$ cat src/rtl/mac_pkg.sv
// Shared MAC datapath definitions: default data width and occupancy counter sizing.
package mac_pkg;

  localparam int unsigned DATA_W = 8;

  function automatic int unsigned cnt_w(input int unsigned depth);
    return $clog2(depth + 1);
  endfunction

endpackage

$ cat src/rtl/pipe_stage.sv
// One elastic pipeline stage: valid bit plus data register with load and clear.
module pipe_stage
  import mac_pkg::*;
#(
  parameter int unsigned WIDTH = DATA_W
) (
  input  logic             clk,
  input  logic             rst_n,
  input  logic             i_load,
  input  logic             i_clear,
  input  logic [WIDTH-1:0] i_d,
  output logic             o_v,
  output logic [WIDTH-1:0] o_q
);

  logic             r_v;
  logic [WIDTH-1:0] r_q;

  // Clear only drops the valid bit; data is left as-is since it is don't-care once invalid.
  always_ff @(posedge clk or negedge rst_n) begin
    if (!rst_n) begin
      r_v <= 1'b0;
      r_q <= '0;
    end else if (i_clear) begin
      r_v <= 1'b0;
    end else if (i_load) begin
      r_v <= 1'b1;
      r_q <= i_d;
    end
  end

  assign o_v = r_v;
  assign o_q = r_q;

endmodule

$ cat src/rtl/register_pipe.sv
// Elastic WIDTH x DEPTH register pipeline with collapsing bubbles and occupancy count.
// Optional synchronous flush port enabled by defining REGISTER_PIPE_FLUSH_EN.
module register_pipe
  import mac_pkg::*;
#(
  parameter int unsigned WIDTH = DATA_W,
  parameter int unsigned DEPTH = 2
) (
  input  logic                     clk,
  input  logic                     reset,
  input  logic                     in_valid,
  output logic                     in_ready,
  input  logic [WIDTH-1:0]         in,
  output logic                     out_valid,
  input  logic                     out_ready,
  output logic [WIDTH-1:0]         out,
`ifdef REGISTER_PIPE_FLUSH_EN
  input  logic                     flush,
`endif
  output logic [cnt_w(DEPTH)-1:0]  count
);

  localparam int unsigned CNT_W = cnt_w(DEPTH);

  logic [DEPTH:0]   w_rdy;
  logic [DEPTH-1:0] w_v;
  logic [DEPTH-1:0] w_up_v;
  logic [DEPTH-1:0] w_load;
  logic [DEPTH-1:0] w_clear;
  logic [WIDTH-1:0] w_q    [DEPTH];
  logic [WIDTH-1:0] w_up_d [DEPTH];
  logic             w_flush;
  logic             w_accept;
  logic             w_deliver;
  logic [CNT_W-1:0] r_count;

`ifdef REGISTER_PIPE_FLUSH_EN
  assign w_flush = flush;
`else
  assign w_flush = 1'b0;
`endif

  assign w_rdy[DEPTH] = out_ready;

  for (genvar i = 0; i < DEPTH; i++) begin : g_stage
    if (i == 0) begin : g_head
      assign w_up_v[i] = in_valid;
      assign w_up_d[i] = in;
    end else begin : g_body
      assign w_up_v[i] = w_v[i-1];
      assign w_up_d[i] = w_q[i-1];
    end

    // Closed form of the ready ripple: ready if any stage from here on is empty, or sink ready.
    assign w_rdy[i]   = out_ready || !(&w_v[DEPTH-1:i]);
    assign w_load[i]  = w_up_v[i] && w_rdy[i] && !w_flush;
    assign w_clear[i] = w_flush || (w_v[i] && w_rdy[i+1] && !(w_up_v[i] && w_rdy[i]));

    pipe_stage #(.WIDTH(WIDTH)) u_stage (
      .clk     (clk),
      .rst_n   (reset),
      .i_load  (w_load[i]),
      .i_clear (w_clear[i]),
      .i_d     (w_up_d[i]),
      .o_v     (w_v[i]),
      .o_q     (w_q[i])
    );
  end

  assign in_ready  = w_rdy[0] && !w_flush;
  assign out_valid = w_v[DEPTH-1] && !w_flush;
  assign out       = w_q[DEPTH-1];
  assign w_accept  = in_valid && in_ready;
  assign w_deliver = out_valid && out_ready;

  // Occupancy tracks accepted minus delivered beats.
  always_ff @(posedge clk or negedge reset) begin
    if (!reset) begin
      r_count <= '0;
    end else if (w_flush) begin
      r_count <= '0;
    end else begin
      r_count <= r_count + CNT_W'(w_accept) - CNT_W'(w_deliver);
    end
  end

  assign count = r_count;

endmodule

$ cat config.mk
export PLATFORM = sky130hd
export DESIGN_NAME = register_pipe
export DESIGN_NICKNAME = d
export VERILOG_FILES = /design/src/rtl/mac_pkg.sv /design/src/rtl/pipe_stage.sv /design/src/rtl/register_pipe.sv
export SDC_FILE = /design/constraint.sdc
export NUM_CORES = 1
export LEC_CHECK = 0
export BUFFER_PORTS_ARGS = -buffer_cell sky130_fd_sc_hd__buf_4
export CAP_MARGIN = 20
export CORE_UTILIZATION = 50
export CTS_BUF_LIST = sky130_fd_sc_hd__clkbuf_16
export DETAILED_ROUTE_END_ITERATION = 6
export GPL_TIMING_DRIVEN = 0
export PLACE_DENSITY = 0.88
export SLEW_MARGIN = 40
export SYNTH_ARGS = -nofsm -noshare
export SYNTH_HDL_FRONTEND = slang
export SYNTH_SLANG_ARGS = --single-unit
$ cat constraint.sdc
create_clock -name clk -period 3.78 [get_ports clk]
set_input_delay 0.567 -clock clk [delete_from_list [all_inputs] [get_ports clk]]
set_output_delay 0.567 -clock clk [all_outputs]
set_load 0.005 [all_outputs]
==> reports/metrics.csv <==
stage,metric,value,unit
drt,drcViolationCount,0,
critical_path,cp.depth,3,
sta,fin_skew,0.00102,ns
floorplan,start_util,0.545,
synthesis,synth_area_leaders,"dfrtp_1 60%, mux2_4 14%, mux2_2 11%, ha_1 3.0%, nand2_8 2.4%",
sta,rsz0062_at_grt,false,
cts,cts_hold_buf,0,
floorplan,ios,24,
critical_path,crit_path_start,out_ready,
drt,vias,467,
sta,final.hold.worst_slack,0.188,ns
cells_and_area,instances_no_fill,91,
floorplan,die_w,42.8,um
synthesis,synth-edff-count,0,
cts,cts.sinks,20,
drt,wl_per_cell,14.2,um
placed_design,dp.cells,87,
cells_and_area,multi_input_area,327,um^2
min_path,min_path_type,in -> async,
grt,grt_antenna_before_repair,0,
sta,tightestPinTransition,0.247,ns
synthesis,yosysTopAreaCell,dfrtp_1,
synthesis,syn_nets,62,
synthesis,avgSynthCellArea,17.3,um^2
synthesis,yosys-top-cells-count,"20 x dfrtp_1, 8 x mux2_2, 8 x mux2_4",
critical_path,worst-path-buf-inv,2,
grt,grt_start_max_net_pins,21,
flow_run,drv_cap,0,
critical_path,cp-start-kind,input port,
cts,post_cts_buffers,0,
synthesis,syn_area,831,um^2
power,leakagePower,0.538,nW
critical_path,slowest_stage,nand3b_4,
grt,track_usage,0.162,
critical_path,arrival,1.02,ns
cells_and_area,syn_to_final_growth,32.7,%
drt,viasPerCell,5.13,
cells_and_area,drive_gt1_frac,0.613,
sta,fin_tns_setup,0,ns
grt,grt_pass1_wl,2130,um
power,p_per_area,598,nW/um^2
cts,clk_latency,0.24,ns
drt,top_layer_used,met4,
cells_and_area,insertedDiodeCount,0,
cells_and_area,nets,90,
sta,final-hold-violation-count,0,
sta,min_period,1.59,ns
drt,dr_wl_met3,62,um
synthesis,async_flop_share,1.00,
cts,cts_resized,0,
drt,postRouteAntennaNets,0,
sta,finalMaxSlewViolations,0,
sta,relSlewSlack,0.835,
cts,clkTransAtPathRegs,0.05,ns
power,peakVddDrop,0.334,mV
grt,grt_pass1_vias,469,
cts,clk_path_buf_depth,2,
synthesis,synthMostInstantiatedCell,dfrtp_1,
critical_path,critPathCaptureType,output pin,
critical_path,ff2ff_setup_slack,2.19,ns
critical_path,rr_worst_depth,7,
cts,numCtsBuffers,3,
placed_design,io_buffer_count,23,
drt,wl,1290,um
synthesis,synth-seq-area-share,0.602,
floorplan,fp.dieH,42.8,um
grt,gr-total-overflow,0,
cts,cts_tree,done,
drt,drt_first_iter_violations,5,
critical_path,cp_common_cell,buf_4,
cells_and_area,regArea,500,um^2
critical_path,rr_startpoint,g_stage[1].u_stage.o_v,
critical_path,path_class,in -> out,
critical_path,path_max_fanout,3,
cts,cts.htree.levels,1,
placed_design,gp_congestion,0.704,
synthesis,yosys_warnings,0,
floorplan,coreArea,1520,um^2
synthesis,syn_inst,48,
placed_design,dp_hpwl,852,um
sta,fin_crit_sh,0.421,
run_status,status,completed,
cts,cts-root-buf,clkbuf_16,
drt,wl_met2,640,um
sta,fmax,628,MHz
drt,drt_first_pass_iters,2,
synthesis,synth_seq_cells,20,
critical_path,critPathMaxStageDelay,0.18,ns
critical_path,crit_family,buffers and inverters,
power,total_power,0.659,mW
critical_path,worstPathCellList,buf_4 -> nand3b_4 -> buf_4,
floorplan,die-area,1830,um^2
synthesis,synth_top_flop_cell,dfrtp_1,
drt,drt-met1-wl,573,um
synthesis,yosysUniqueCellTypes,12,
sta,setup_violations,0,
critical_path,cp_data_required_time,3.21,ns
cells_and_area,fillCellCount,105,
floorplan,rows,14,
synthesis,synth_top_area_share,0.602,
worst paths after layout:
kind / end
max reg2reg: count[1]
min reg2reg: g_stage[0].u_stage.o_q[5]
max: in_ready
min: g_stage[0].u_stage.o_q[3]
min in group clk: g_stage[0].u_stage.o_q[5]
max in group asynchronous: g_stage[1].u_stage.o_q[0]
state kept, by name (all words and copies together), names as in the netlist:
register and cells:
count 2, g_stage.u_stage.o_q 16, g_stage.u_stage.o_v 2
power by group:
| part | leakage (nW) | switching [mW] | total [mW] | internal (mW) |
|---|---|---|---|---|
| registers | 0.232 | 0.0276 | 0.291 | 0.263 |
| logic | 0.268 | 0.0528 | 0.158 | 0.106 |
| clock network | 0.0385 | 0.0695 | 0.210 | 0.140 |
layout by cell type, fill, tap and decap left out:
master / count
inv_1: 1
nand3b_4: 1
clkinv_1: 1
nand2_8: 1
xnor2_1: 2
clkbuf_16: 3
ha_1: 2
nand2b_1: 2
nand2_2: 1
buf_4: 23
mux2_4: 8
mux2_2: 8
dfrtp_1: 20
nand2b_2: 1
and2_1: 1
routing by layer:
layer,vias to the layer above,global-route usage
met5,-,0
met3,2,0.0383
met1,234,0.224
met2,14,0.233
met4,0,0.0938
li1,217,-
kinds of logic after synthesis:
kind of cell / Yosys count / synth area share
mux: 16 / 0.253
xor+xnor: 2 / 0.0211
simple gates: 7 / 0.0889
flops: 20 / 0.602
fa+ha+maj: 2 / 0.0301
buf+inv: 1 / 0.00451
final cells by class:
type                            count  area share
Inverter                            1     0.00341
Sequential cell                    20       0.454
Clock inverter                      1     0.00341
Clock buffer                        3      0.0681
Multi-Input combinational cell     27       0.296
Tap cell                           16      0.0182
Timing Repair Buffer               23       0.157
through the flow:
stage	setup slack, ns	util	area (um^2)
finish	2.19	0.723	1100
global route	2.11	0.723	1100
global placement	1.98	0.672	1020
floorplan	2.13	-	831
CTS	2.17	0.723	1100
detailed placement	1.95	0.672	1020
No activity file was read; power rests on OpenSTA's default activity.
